### src/rtl/uart_rx_byte.sv
// UART 8N1 receiver: 2-flop synchronised rx, mid-bit sampling, framing-error detection.
// Optional even-parity frame support when UART_RX_PARITY_EN is defined.
module uart_rx_byte #(
  parameter int CLKS_PER_BIT = 434
) (
  input  logic       clk,
  input  logic       rst_n,
  input  logic       rx,
  output logic [7:0] data,
  output logic       is_new,
  output logic       frame_err,
  output logic       parity_err,
  output logic       busy
);

  localparam int HALF = CLKS_PER_BIT >> 1;
  localparam int CW   = $clog2(CLKS_PER_BIT);
  localparam logic [CW-1:0] HALF_M1 = CW'(HALF - 1);
  localparam logic [CW-1:0] FULL_M1 = CW'(CLKS_PER_BIT - 1);

  typedef enum logic [2:0] {
    S_IDLE   = 3'd0,
    S_START  = 3'd1,
    S_DATA   = 3'd2,
    S_PARITY = 3'd3,
    S_STOP   = 3'd4,
    S_BREAK  = 3'd5
  } state_t;

  state_t          r_state;
  logic [1:0]      r_sync;
  logic [CW-1:0]   r_cnt;
  logic [2:0]      r_bit;
  logic [7:0]      r_shift;
  logic [7:0]      r_data;
  logic            r_is_new;
  logic            r_frame_err;
  logic            r_busy;
  logic            w_rx_s;
  logic [CW-1:0]   w_limit;
  logic            w_sample;

  // Returns 1 when data plus parity bit do not form even parity.
  function automatic logic even_parity_bad(input logic [7:0] d, input logic p);
    even_parity_bad = (^d) ^ p;
  endfunction

  assign w_rx_s = r_sync[1];

  // Per-state bit-period limit; the start bit uses half a period to land mid-bit.
  always_comb begin
    w_limit = FULL_M1;
    case (r_state)
      S_START: w_limit = HALF_M1;
      default: w_limit = FULL_M1;
    endcase
  end

  assign w_sample = (r_cnt == w_limit);

`ifdef UART_RX_PARITY_EN
  logic r_par_bad;
  logic r_parity_err;
  assign parity_err = r_parity_err;
`else
  assign parity_err = 1'b0;
`endif

  // Synchroniser, receive FSM and registered output strobes.
  always_ff @(posedge clk or negedge rst_n) begin
    if (!rst_n) begin
      r_sync      <= 2'b11;
      r_state     <= S_IDLE;
      r_cnt       <= '0;
      r_bit       <= 3'd0;
      r_shift     <= 8'h00;
      r_data      <= 8'h00;
      r_is_new    <= 1'b0;
      r_frame_err <= 1'b0;
      r_busy      <= 1'b0;
`ifdef UART_RX_PARITY_EN
      r_par_bad    <= 1'b0;
      r_parity_err <= 1'b0;
`endif
    end else begin
      r_sync      <= {r_sync[0], rx};
      r_is_new    <= 1'b0;
      r_frame_err <= 1'b0;
`ifdef UART_RX_PARITY_EN
      r_parity_err <= 1'b0;
`endif
      case (r_state)
        S_IDLE: begin
          r_cnt <= '0;
          if (!w_rx_s) begin
            r_state <= S_START;
            r_busy  <= 1'b1;
          end else begin
            r_busy  <= 1'b0;
          end
        end
        S_START: begin
          if (w_sample) begin
            r_cnt <= '0;
            r_bit <= 3'd0;
            if (!w_rx_s) begin
              r_state <= S_DATA;
            end else begin
              r_state <= S_IDLE;
              r_busy  <= 1'b0;
            end
          end else begin
            r_cnt <= r_cnt + CW'(1);
          end
        end
        S_DATA: begin
          if (w_sample) begin
            r_cnt   <= '0;
            r_shift <= {w_rx_s, r_shift[7:1]};
            r_bit   <= r_bit + 3'd1;
            if (r_bit == 3'd7) begin
`ifdef UART_RX_PARITY_EN
              r_state <= S_PARITY;
`else
              r_state <= S_STOP;
`endif
            end else begin
              r_state <= S_DATA;
            end
          end else begin
            r_cnt <= r_cnt + CW'(1);
          end
        end
`ifdef UART_RX_PARITY_EN
        S_PARITY: begin
          if (w_sample) begin
            r_cnt     <= '0;
            r_par_bad <= even_parity_bad(r_shift, w_rx_s);
            r_state   <= S_STOP;
          end else begin
            r_cnt <= r_cnt + CW'(1);
          end
        end
`endif
        S_STOP: begin
          if (w_sample) begin
            r_cnt <= '0;
            if (w_rx_s) begin
              r_state <= S_IDLE;
              r_busy  <= 1'b0;
`ifdef UART_RX_PARITY_EN
              if (r_par_bad) begin
                r_parity_err <= 1'b1;
              end else begin
                r_data   <= r_shift;
                r_is_new <= 1'b1;
              end
`else
              r_data   <= r_shift;
              r_is_new <= 1'b1;
`endif
            end else begin
              // Stop bit low: flag once, then hold off until the line returns high.
              r_frame_err <= 1'b1;
              r_state     <= S_BREAK;
            end
          end else begin
            r_cnt <= r_cnt + CW'(1);
          end
        end
        S_BREAK: begin
          r_cnt <= '0;
          if (w_rx_s) begin
            r_state <= S_IDLE;
            r_busy  <= 1'b0;
          end else begin
            r_state <= S_BREAK;
          end
        end
        default: begin
          r_state <= S_IDLE;
          r_cnt   <= '0;
          r_busy  <= 1'b0;
        end
      endcase
    end
  end

  assign data      = r_data;
  assign is_new    = r_is_new;
  assign frame_err = r_frame_err;
  assign busy      = r_busy;

endmodule

### config.mk
export PLATFORM = sky130hd
export DESIGN_NAME = uart_rx_byte
export DESIGN_NICKNAME = d
export VERILOG_FILES = /design/src/rtl/uart_rx_byte.sv
export SDC_FILE = /design/constraint.sdc
export NUM_CORES = 1
export LEC_CHECK = 0
export CELL_PAD_IN_SITES_DETAIL_PLACEMENT = 1
export CELL_PAD_IN_SITES_GLOBAL_PLACEMENT = 1
export CORE_MARGIN = 3
export CORE_UTILIZATION = 48
export DETAILED_ROUTE_END_ITERATION = 10
export PLACE_DENSITY = 0.8
export SYNTH_ARGS = -nofsm -noshare
export SYNTH_HDL_FRONTEND = slang
export SYNTH_SLANG_ARGS = --single-unit
### constraint.sdc
create_clock -name clk -period 4.5 [get_ports clk]
set_input_delay 1.35 -clock clk [delete_from_list [all_inputs] [get_ports clk]]
set_output_delay 1.35 -clock clk [all_outputs]
set_load 0.02 [all_outputs]
# Yosys cells after proc, flatten, opt, wreduce, memory -nomap -nowiden
# Cells that the tools add are included.
# op_classes
add_sub_neg	2
eq_ne	11
muxes	23
bitwise_logic	1
n_reduce_logical	9
# op_table
cell	count
9-bit two-way mux	3
3-bit two-way mux	8
3-bit one-hot mux with 5 select lines	1
9-bit by 1-bit adder with 9-bit output (second input constant)	1
3-bit == test (second input constant)	3
9-bit == test	1
1-bit two-way mux	8
2-bit != test (second input constant)	4
3-bit one-hot mux with 2 select lines	1
3-bit AND reduction	2
1-bit one-hot mux with 4 select lines	1
2-bit AND reduction	2
4-bit AND reduction	1
3-bit by 1-bit adder with 3-bit output (second input constant)	1
3-bit by 1-bit == test with 1-bit output (second input constant)	1
3-bit by 2-bit == test with 1-bit output (second input constant)	1
3-bit logical NOT	1
3-bit OR reduction	1
2-bit two-way mux	1
2-bit by 1-bit != test with 1-bit output (second input constant)	1
2-bit nonzero test	1
2-bit OR reduction	1
1-bit NOT	1
# word_totals
register_bits	36
output_inout_bits	12
wordCells	55

# Longest topological paths before layout
# depth
word_depth	5
ltp_mapped	6
mapped_depth_nobuf	6

# Least setup slack after synthesis
# Ideal clock, no wire load.
# synth_timing
kind	register to output
startpoint	register r_busy, in the netlist busy
endpoint	output busy
arrival_time_ns	0.452
required_time_ns	3.150
slack_ns	2.698
stages_incl_launch_ff	1
n_path_buf	0
cell_sequence	dfrtp_1
# synth_rtl
element	line_no	source
start, declared	38	logic r_busy;
start signal, assigned	80	r_busy <= 1'b0;
start signal, assigned	97	r_busy <= 1'b1;
start signal, assigned	99	r_busy <= 1'b0;
end, declared	13	output logic busy
# No word-level cell between the ends.

# Final worst setup path
# layout_timing
startpoint	register r_busy, in the netlist busy
endpoint	output busy
# No word-level cell between the ends.

==> results.tsv <==
metric	value	unit
vias in the first global route	1249	
core area	3200	sq um
Die Height	65.4	um
Root Buffer	clkbuf_4	
fin util	60.1	%
# IOs	15	
via-per-instance ratio	5.39	
CTS buffer count	5	
Cell variety after synth	34	
top cell type's share of synthesized area	50.3	%
number of synthesized flops with an enable pin	0	
setup_tns	0	ns
antenna diode count	0	
synth top area cells	dfrtp_1 50%, mux2_2 7.3%, nor2_1 4.7%	
Cell Area, Synth	1690	sq um
Peak Freq	0.365	GHz
Synth Area in Simple Gates	20.8	%
XOR/XNOR share of the synthesized area	3.62	%
post-route ant nets	0	
minimum clock period	2.74	ns
initial antenna violation count	0	
Die ar.	4270	sq um
delay-heaviest family, CP	buffers and inverters	
CP arrival	1.39	ns
Total Routing Usage GR	19.0	%
type of origin of the critical path	flop	
Worst Tran Pin Value	0.655	ns
Routed met2 length	1710	um
nets@finish	172	
CP bufs+invs	1	
Slew headroom	55.9	%
status	finished clean	
P per Cell Area	272	nW/um^2
first-pass GRT wire length	6130	um
Layout Skew	0.0142	ns
Clock transition at path regs	0.11	ns
Max Cap Viol	0	
hold path cells	0	
main combinational cell family by area after synthesis	simple AND/OR/NAND/NOR gates	
Initial Util	52.8	%
min-delay src	r_sync[0]	
Worst Setup End Kind	primary output	
fraction of synthesized area in multiplexers	13.0	%
cell row count	20	
worst setup path class	flop to primary output	
max-slew violations	0	
Worst path slowest cell	clkdlybuf4s50_1	
leakage power	0.910	nW
clock buffer depth	2	
synthesized area per cell	11.3	sq um
critical path data required time	3.15	ns
number of hold violations in the final report	0	
Max FO, Critical Path	4	
htree depth	2	
Multi-input gate area	751	sq um
largest net degree at the start of global routing	37	
FFs w/ async S/R, synth	100	%
Detailed Place HPWL	2420	um
clock sink count	36	
post-synthesis compound-gate area fraction	4.51	%
share of post-route cells with drive strength above 1	16.2	%
routed wl met3	112	um
cts hold-fix bufs	0	
IO buf count	13	
Post-synth top cells	34 x dfrtp_1, 21 x nor2_1, 14 x nand2_1	
Syn Nets	156	
Pre-antenna DRT Iters	4	
most common cell in the netlist	dfrtp_1	
worst r2r src	r_state[0]	
# setup viols final	0	
WL per Instance	16.0	um
CP Cell Sequence	clkdlybuf4s50_1	
sequential area share after synthesis	53.4	%
Worst-Skew Late Latency	0.36	ns
Vias	1137	
yosys warns	0	
worst reg-to-reg setup slack	2.37	ns
post-cts resize count	0	
r2r worst-path depth	5	
Top Metal Used	met4	
maximum VDD drop	163	uV
DRC viols	0	
Synth-to-Final Area Change	13.8	%
period utilization	60.8	%
final WL	3390	um
Die X	65.4	um
wl on met1	1510	um
gp weighted congestion	0.771	
Yosys top cell by area	dfrtp_1	
Post-Synth Adder-Cell Area	2.22	%
Min-Delay Endpoint	r_sync[1]	
Hold WC Path Type	flop to flop	
Fill cells	360	
RSZ-0062 raised after global routing	false	
FF+latch area	903	sq um
top_reg_cell synth	dfrtp_1	
CTS tree	built	
GRT Residual Overflow	0	
R2R Path End	r_bit[1]	
postcts setup bufs	0	
Mapped Cells	150	
Yosys reg bits	36	
Initial DRC Count	45	
CP peak stage delay	0.63	ns
## cell usage in the layout, fill, tap and decap left out, drive strengths merged, types with 2 or more instances in the layout
cell type,instances
clkdlybuf4s50,13
nand2,14
mux2i,4
a21oi,4
nand3,9
mux2,16
o21ai,7
nor3,4
dfstp,2
ha,3
nand4bb,2
xor2,4
nor2b,2
clkbuf,7
inv,4
nor2,21
dfrtp,34
xnor2,3
## sequential cells by signal (all words and copies together) (netlist names)
name / flops
r_sync: 2
r_shift: 8
data: 8
frame_err: 1
r_bit: 3
busy: 1
is_new: 1
r_cnt: 9
r_state: 3
## cells by family after synthesis
kind of cell | count (synthesis)
other | 1
xor gates and xnor gates | 7
AOI/OAI and AO/OA | 13
muxes | 20
and+or+nand+nor | 61
adders and majority gates | 3
DFF | 36
buffers and inverters | 9
## worst max path at each step
stage	slack, ns	endpoint	from	cells after the start
CTS	1.74	busy	busy	1
finish	1.76	busy	busy	1
floorplan	2.70	busy	busy	0
detailed placement	2.15	busy	busy	1
global placement	2.17	busy	busy	1
global route	1.69	busy	busy	1
## power breakdown
part	total (mW)	internal, mW	switching [mW]
sequential	0.327	0.325	0.00150
clock	0.187	0.0764	0.111
combinational	0.0102	0.00257	0.00764
total	0.524	0.404	0.120
## area by class of cell
cell class                      instances  share of cell area (%)
Sequential cell                        36                    46.9
Clock buffer                            7                    2.86
Tap cell                               44                    2.86
Inverter                                4                   0.780
Timing Repair Buffer                   14                    7.15
Clock inverter                          1                   0.390
Multi-Input combinational cell        105                    39.0
## metal layers
metal,vias up,GRT usage (%)
met5,-,0
met4,0,6.22
met3,7,5.81
met2,14,31.5
met1,572,23.6
li1,544,-
## stage by stage
step | hold slack (ns) | setup slack, ns | total power, mW | instances | instance area (sq um)
3_5_place_dp | 0.349 | 2.15 | 0.343 | 203 | 1860
2_1_floorplan | 0.345 | 2.70 | 0.335 | 150 | 1690
4_1_cts | 0.365 | 1.74 | 0.531 | 211 | 1920
5_1_grt | 0.366 | 1.69 | 0.545 | 211 | 1920
6_report | 0.363 | 1.76 | 0.524 | 211 | 1920
3_3_place_gp | 0.349 | 2.17 | 0.343 | 203 | 1860
Note: power is estimated with default switching activity, not from simulation.
